<file path="src/rtl/sfifo.sv">
// Single-clock FIFO with standard or first-word-fall-through read mode,
// programmable almost-full/almost-empty flags, occupancy count and sticky
// overflow/underflow error flags. Storage is a simple dual-port RAM with one
// write port and one registered read port; all status outputs are registered.
module sfifo #(
    parameter int DATA_WIDTH    = 32,
    parameter int ADDRESS_WIDTH = 7,
    parameter int FWFT          = 0,
    parameter int AFULL_THRESH  = 2**ADDRESS_WIDTH - 4,
    parameter int AEMPTY_THRESH = 4
) (
    input  logic                     clk,
    input  logic                     rst,
    input  logic                     wr_en,
    input  logic [DATA_WIDTH-1:0]    din,
    input  logic                     rd_en,
    output logic [DATA_WIDTH-1:0]    dout,
    output logic                     full,
    output logic                     empty,
    output logic                     almost_full,
    output logic                     almost_empty,
    output logic [ADDRESS_WIDTH:0]   count,
    output logic                     overflow,
    output logic                     underflow,
    input  logic                     clr_err
);

    localparam int DEPTH = 2**ADDRESS_WIDTH;

    localparam logic [ADDRESS_WIDTH:0]   DEPTH_C  = (ADDRESS_WIDTH+1)'(DEPTH);
    localparam logic [ADDRESS_WIDTH:0]   AFULL_C  = (ADDRESS_WIDTH+1)'(AFULL_THRESH);
    localparam logic [ADDRESS_WIDTH:0]   AEMPTY_C = (ADDRESS_WIDTH+1)'(AEMPTY_THRESH);
    localparam logic [ADDRESS_WIDTH:0]   CNT_ONE  = (ADDRESS_WIDTH+1)'(1);
    localparam logic [ADDRESS_WIDTH-1:0] PTR_ONE  = ADDRESS_WIDTH'(1);

    // Elaboration-time sanity checks on the configuration.
    generate
        if (ADDRESS_WIDTH < 2) begin : g_chk_aw
            $error("sfifo: ADDRESS_WIDTH must be at least 2");
        end
        if (!(AEMPTY_THRESH > 0 && AEMPTY_THRESH < AFULL_THRESH &&
              AFULL_THRESH <= 2**ADDRESS_WIDTH)) begin : g_chk_thr
            $error("sfifo: need 0 < AEMPTY_THRESH < AFULL_THRESH <= DEPTH");
        end
    endgenerate

    // Storage and pointers.
    logic [DATA_WIDTH-1:0]    mem [DEPTH];
    logic [ADDRESS_WIDTH-1:0] wr_ptr;
    logic [ADDRESS_WIDTH-1:0] rd_ptr;

    // FWFT bookkeeping: words still in RAM and whether dout holds the head word.
    // In standard mode these stay idle and are trimmed away.
    logic [ADDRESS_WIDTH:0]   mem_cnt;
    logic                     out_valid;

    // Next-state values.
    logic                     wr_ok;
    logic                     rd_ok;
    logic                     mem_rd;
    logic [ADDRESS_WIDTH:0]   count_nxt;
    logic [ADDRESS_WIDTH:0]   mem_cnt_nxt;
    logic                     out_valid_nxt;
    logic                     empty_nxt;
    logic                     full_nxt;
    logic                     afull_nxt;
    logic                     aempty_nxt;

    // Accept decisions, RAM read enable and next occupancy/flag values.
    always_comb begin
        wr_ok         = wr_en && !full;
        rd_ok         = rd_en && !empty;
        mem_rd        = 1'b0;
        count_nxt     = count;
        mem_cnt_nxt   = mem_cnt;
        out_valid_nxt = out_valid;
        empty_nxt     = empty;

        // Port-level occupancy: only an unbalanced accept changes it.
        case ({wr_ok, rd_ok})
            2'b10:   count_nxt = count + CNT_ONE;
            2'b01:   count_nxt = count - CNT_ONE;
            default: count_nxt = count;
        endcase

        if (FWFT != 0) begin
            // Refill the output stage whenever it is empty or being popped.
            // mem_cnt is the pre-edge value, so a word written this edge is
            // never the one read this edge.
            mem_rd = (mem_cnt != '0) && (!out_valid || rd_ok);
            if (mem_rd) begin
                out_valid_nxt = 1'b1;
            end else if (rd_ok) begin
                out_valid_nxt = 1'b0;
            end
            case ({wr_ok, mem_rd})
                2'b10:   mem_cnt_nxt = mem_cnt + CNT_ONE;
                2'b01:   mem_cnt_nxt = mem_cnt - CNT_ONE;
                default: mem_cnt_nxt = mem_cnt;
            endcase
            empty_nxt = !out_valid_nxt;
        end else begin
            mem_rd    = rd_ok;
            empty_nxt = (count_nxt == '0);
        end

        full_nxt   = (count_nxt == DEPTH_C);
        afull_nxt  = (count_nxt >= AFULL_C);
        aempty_nxt = (count_nxt <= AEMPTY_C);
    end

    // RAM write port.
    always_ff @(posedge clk) begin
        if (wr_ok) begin
            mem[wr_ptr] <= din;
        end
    end

    // Registered RAM read port driving dout; holds when no read is issued.
    always_ff @(posedge clk or posedge rst) begin
        if (rst) begin
            dout <= '0;
        end else if (mem_rd) begin
            dout <= mem[rd_ptr];
        end
    end

    // Pointers, occupancy and registered status flags.
    always_ff @(posedge clk or posedge rst) begin
        if (rst) begin
            wr_ptr       <= '0;
            rd_ptr       <= '0;
            count        <= '0;
            mem_cnt      <= '0;
            out_valid    <= 1'b0;
            empty        <= 1'b1;
            full         <= 1'b0;
            almost_full  <= 1'b0;
            almost_empty <= 1'b1;
        end else begin
            if (wr_ok) begin
                wr_ptr <= wr_ptr + PTR_ONE;
            end
            if (mem_rd) begin
                rd_ptr <= rd_ptr + PTR_ONE;
            end
            count        <= count_nxt;
            mem_cnt      <= mem_cnt_nxt;
            out_valid    <= out_valid_nxt;
            empty        <= empty_nxt;
            full         <= full_nxt;
            almost_full  <= afull_nxt;
            almost_empty <= aempty_nxt;
        end
    end

    // Sticky error flags; a new error in the clearing cycle wins over clr_err.
    always_ff @(posedge clk or posedge rst) begin
        if (rst) begin
            overflow  <= 1'b0;
            underflow <= 1'b0;
        end else begin
            overflow  <= (overflow  && !clr_err) || (wr_en && full);
            underflow <= (underflow && !clr_err) || (rd_en && empty);
        end
    end

endmodule

</file>
<file path="config.mk">
export PLATFORM = sky130hd
export DESIGN_NAME = sfifo
export DESIGN_NICKNAME = d
export VERILOG_FILES = /design/src/rtl/sfifo.sv
export SDC_FILE = /design/constraint.sdc
export NUM_CORES = 2
export LEC_CHECK = 0
export CORE_MARGIN = 1
export CORE_UTILIZATION = 33
export CTS_BUF_LIST = sky130_fd_sc_hd__clkbuf_8 sky130_fd_sc_hd__clkbuf_16
export DETAILED_ROUTE_END_ITERATION = 8
export SLEW_MARGIN = 5
export SYNTH_ARGS = -nofsm -noshare
export SYNTH_HDL_FRONTEND = slang
export SYNTH_SLANG_ARGS = --single-unit
</file>
<file path="constraint.sdc">
create_clock -name clk -period 5 [get_ports clk]
set_input_delay 1.5 -clock clk [delete_from_list [all_inputs] [get_ports clk]]
set_output_delay 1.5 -clock clk [all_outputs]
set_load 0.02 [all_outputs]
</file>
==> out/results.ini <==
[grt]
first_global_vias = 79590
antenna_found_initial = 48
grt_overflow = 0
grt_max_degree = 129
grt_pass1_wl_um = 620000
grt_usage = 0.1773

[power_and_ir_drop]
switching_share = 0.3193
clockPowerShare = 0.311
pwr_density_cell_nw_per_um2 = 549.7
p_leak_nw = 58.07
seqPwrFrac = 0.394
intPower_w = 0.06963
finalPower_w = 0.1023
ir_drop_mv = 0.4170
netSwitchingPower_w = 0.03267
p_comb_frac = 0.294

[clocking]
cts_made_buffers = 420
htreeDepth = 5
clockBufferDepth = 4
path_clk_slew_ns = 0.06
cts_tree = yes
clock_sinks = 4156
root_buffer = clkbuf_16
clkLatencyLatePin_ns = 0.99
holdBufCountCts = 0
cts_setup_buffers = 0
cts.repair.resized = 0

[flow_run]
cap_violations = 0

[timing]
setup_tns_ns = 0
period_needed_ns = 4.566
slew_headroom = 0.07234
maxSlewViolCount = 0
setup_viol = 0
hold_viol = 0
worst_slew_pin_slew_ns = 1.391
max_freq_ghz = 0.2190
rsz0062_at_grt = no
post-route-period-util = 0.9133
fin_skew_ns = 0.04854

[finish]
final_common_cell = edfxtp_1
final_cell_mix = edfxtp_1 (4,096), mux4_2 (886), mux2i_1 (452), clkbuf_16 (428), buf_4 (309)
fillers = 42633
nets = 7772
final_util = 0.3857
area_growth_pct = 16.43
drive_gt1_frac = 0.2662

[routing]
wl_met1_um = 180400
route.detailed.drc = 0
postRouteAntennaNets = 0
wl_met3_um = 41410
vias = 79391
first_iter_violations = 10431
routed_wl_um = 442200
wl_per_cell_um = 30.45
via_per_inst = 5.467
highest_layer = met5
dr.pass1.iters = 5
wl_met2_um = 207800

[floorplan]
initial_core_util = 0.3313
dieArea_um2 = 487100
num_rows = 255
die_y_um = 697.9
die_width_um = 697.9
core_area_um2 = 482400
ioPinCount = 83

[yosys]
synth_seq_area_share = 0.7790
ys_types = 73
synth_edf_count = 4096
yosysWarnings = 0
syn_nets = 7270
syn_area_um2 = 159800
avgSynthCellArea_um2 = 22.11
syn_inst = 7229
synthFlopType = edfxtp_1
synthArstFlopShare = 0.01444
synth_seq_cells = 4156

[critical_path]
crit_type = register to register
cp-end-kind = register
worstPathArrival_ns = 5.35
cp.required_ns = 5.78
startpoint_type = register
critPathMaxFanout = 32

[run_status]
outcome = completed

[placement]
port-buffer-count = 82
place.gp.congestion = 0.8395
place_hpwl_um = 258200

[min_path]
min_path_type = register to register

metrics by stage:
| stage | cell area (µm²) | std cells | worst slack (ns) | hold WS [ns] |
|---|---|---|---|---|
| after global routing | 186100 | 14513 | 0.3320 | 0.5407 |
| after floorplan | 159800 | 7229 | 0.6717 | 0.4926 |
| after global placement | 172000 | 13733 | 0.2889 | 0.4747 |
| after CTS | 186000 | 14509 | 0.1726 | 0.5164 |
| final | 186100 | 14522 | 0.4336 | 0.5208 |
| after detailed placement | 172000 | 13733 | 0.1869 | 0.5084 |
power by group through the flow:
| stage | registers (W) | logic, W | clock network (W) |
|---|---|---|---|
| after global placement | 0.0410 | 0.0300 | 0 |
| after floorplan | 0.0404 | 0.0183 | 0 |
| final | 0.0403 | 0.0301 | 0.0318 |
| after global routing | 0.0404 | 0.0315 | 0.0336 |
| after CTS | 0.0403 | 0.0303 | 0.0323 |
| after detailed placement | 0.0410 | 0.0302 | 0 |
critical path, cell delays in order, from the launching register on:
cell     delay [ns]
dfrtp_4        0.97
buf_12         0.31
buf_4          0.57
buf_4          0.40
mux4_2         0.54
mux2i_1        0.31
o21ai_0        0.13
o32ai_1        0.90
a31oi_1        0.09
synth_stat cells (9+ instances only):
master     number  area [µm²]
a22oi_1        60       450.4
nand3_1        21       105.1
o221ai_1       48       420.4
inv_1          11       41.29
buf_6          41       461.7
clkbuf_1      151       566.8
edfxtp_1     4096      123000
nand2_1       165       619.3
buf_2         120       600.6
nor3_1         11       55.05
buf_1          24       90.09
o211ai_1       25       187.7
buf_4          47       352.8
nand2b_1        9       56.30
a211oi_1       53       397.9
a221o_1        14       140.1
nor2_1        175       656.9
mux2i_1       452        4524
o21ai_1        14       70.07
o31ai_1        29       217.7
xnor2_1        18       157.7
o211a_1         9       90.09
mux4_2        886       19950
a211o_1        23       201.4
a31oi_1        17       106.4
a22o_1         28       245.2
dfrtp_1        58        1451
buf_8          32       480.5
mux2_2         15       168.9
a2111oi_0      34       297.8
o22ai_1        85       531.8
a21oi_1       164       820.8
o21ai_0       101       505.5
a221oi_1       84       735.7
and2_1         12       75.07
nor2b_1        11       68.82
final cells by class:
type	count	area [µm²]	area share
multi-input combinational	2633	33610	0.1806
inverter	13	58.81	0.0003160
clock buffer	431	10750	0.05778
timing repair buffer	507	5783	0.03108
antenna	12	30.03	0.0001614
clock inverter	345	3291	0.01768
sequential	4156	124500	0.6692
tap	6425	8039	0.04320
flip-flops by register name, indices dropped and copies added, names as in the netlist:
name,count
overflow,1
full,1
dout,32
wr_ptr,7
almost_empty,1
count,8
almost_full,1
mem,4096
rd_ptr,7
underflow,1
empty,1
path summary, 6_finish.rpt:
| check | to | slack, ns | start | cells after the start |
|---|---|---|---|---|
| max | dout[17]$_DFFE_PP0P_ | 0.43 | rd_ptr[0]$_DFFE_PP0P_ | 8 |
| min | dout[6]$_DFFE_PP0P_ | 0.52 | dout[6]$_DFFE_PP0P_ | 2 |
| max reg2reg | dout[17]$_DFFE_PP0P_ | 0.43 | rd_ptr[0]$_DFFE_PP0P_ | 8 |
| min reg2reg | dout[6]$_DFFE_PP0P_ | 0.52 | dout[6]$_DFFE_PP0P_ | 2 |
| max in group asynchronous | empty$_DFF_PP1_ | 2.97 | rst | 3 |
| min in group asynchronous | dout[31]$_DFFE_PP0P_ | 1.11 | rst | 2 |
per-layer routing:
metal | global-route usage | vias to the layer above
met5 | 0 | -
met4 | 0.04870 | 22
met3 | 0.03487 | 630
met2 | 0.2817 | 4038
met1 | 0.2493 | 42912
li1 | - | 31789
kinds of logic after synthesis:
logic type,share of synthesized area
xor+xnor,0.001151
flops,0.7790
fa+ha+maj,0.0003131
compound gates,0.03531
mux,0.1552
buf+inv,0.01732
simple gates,0.01176
(Power assumes the default switching activity.)
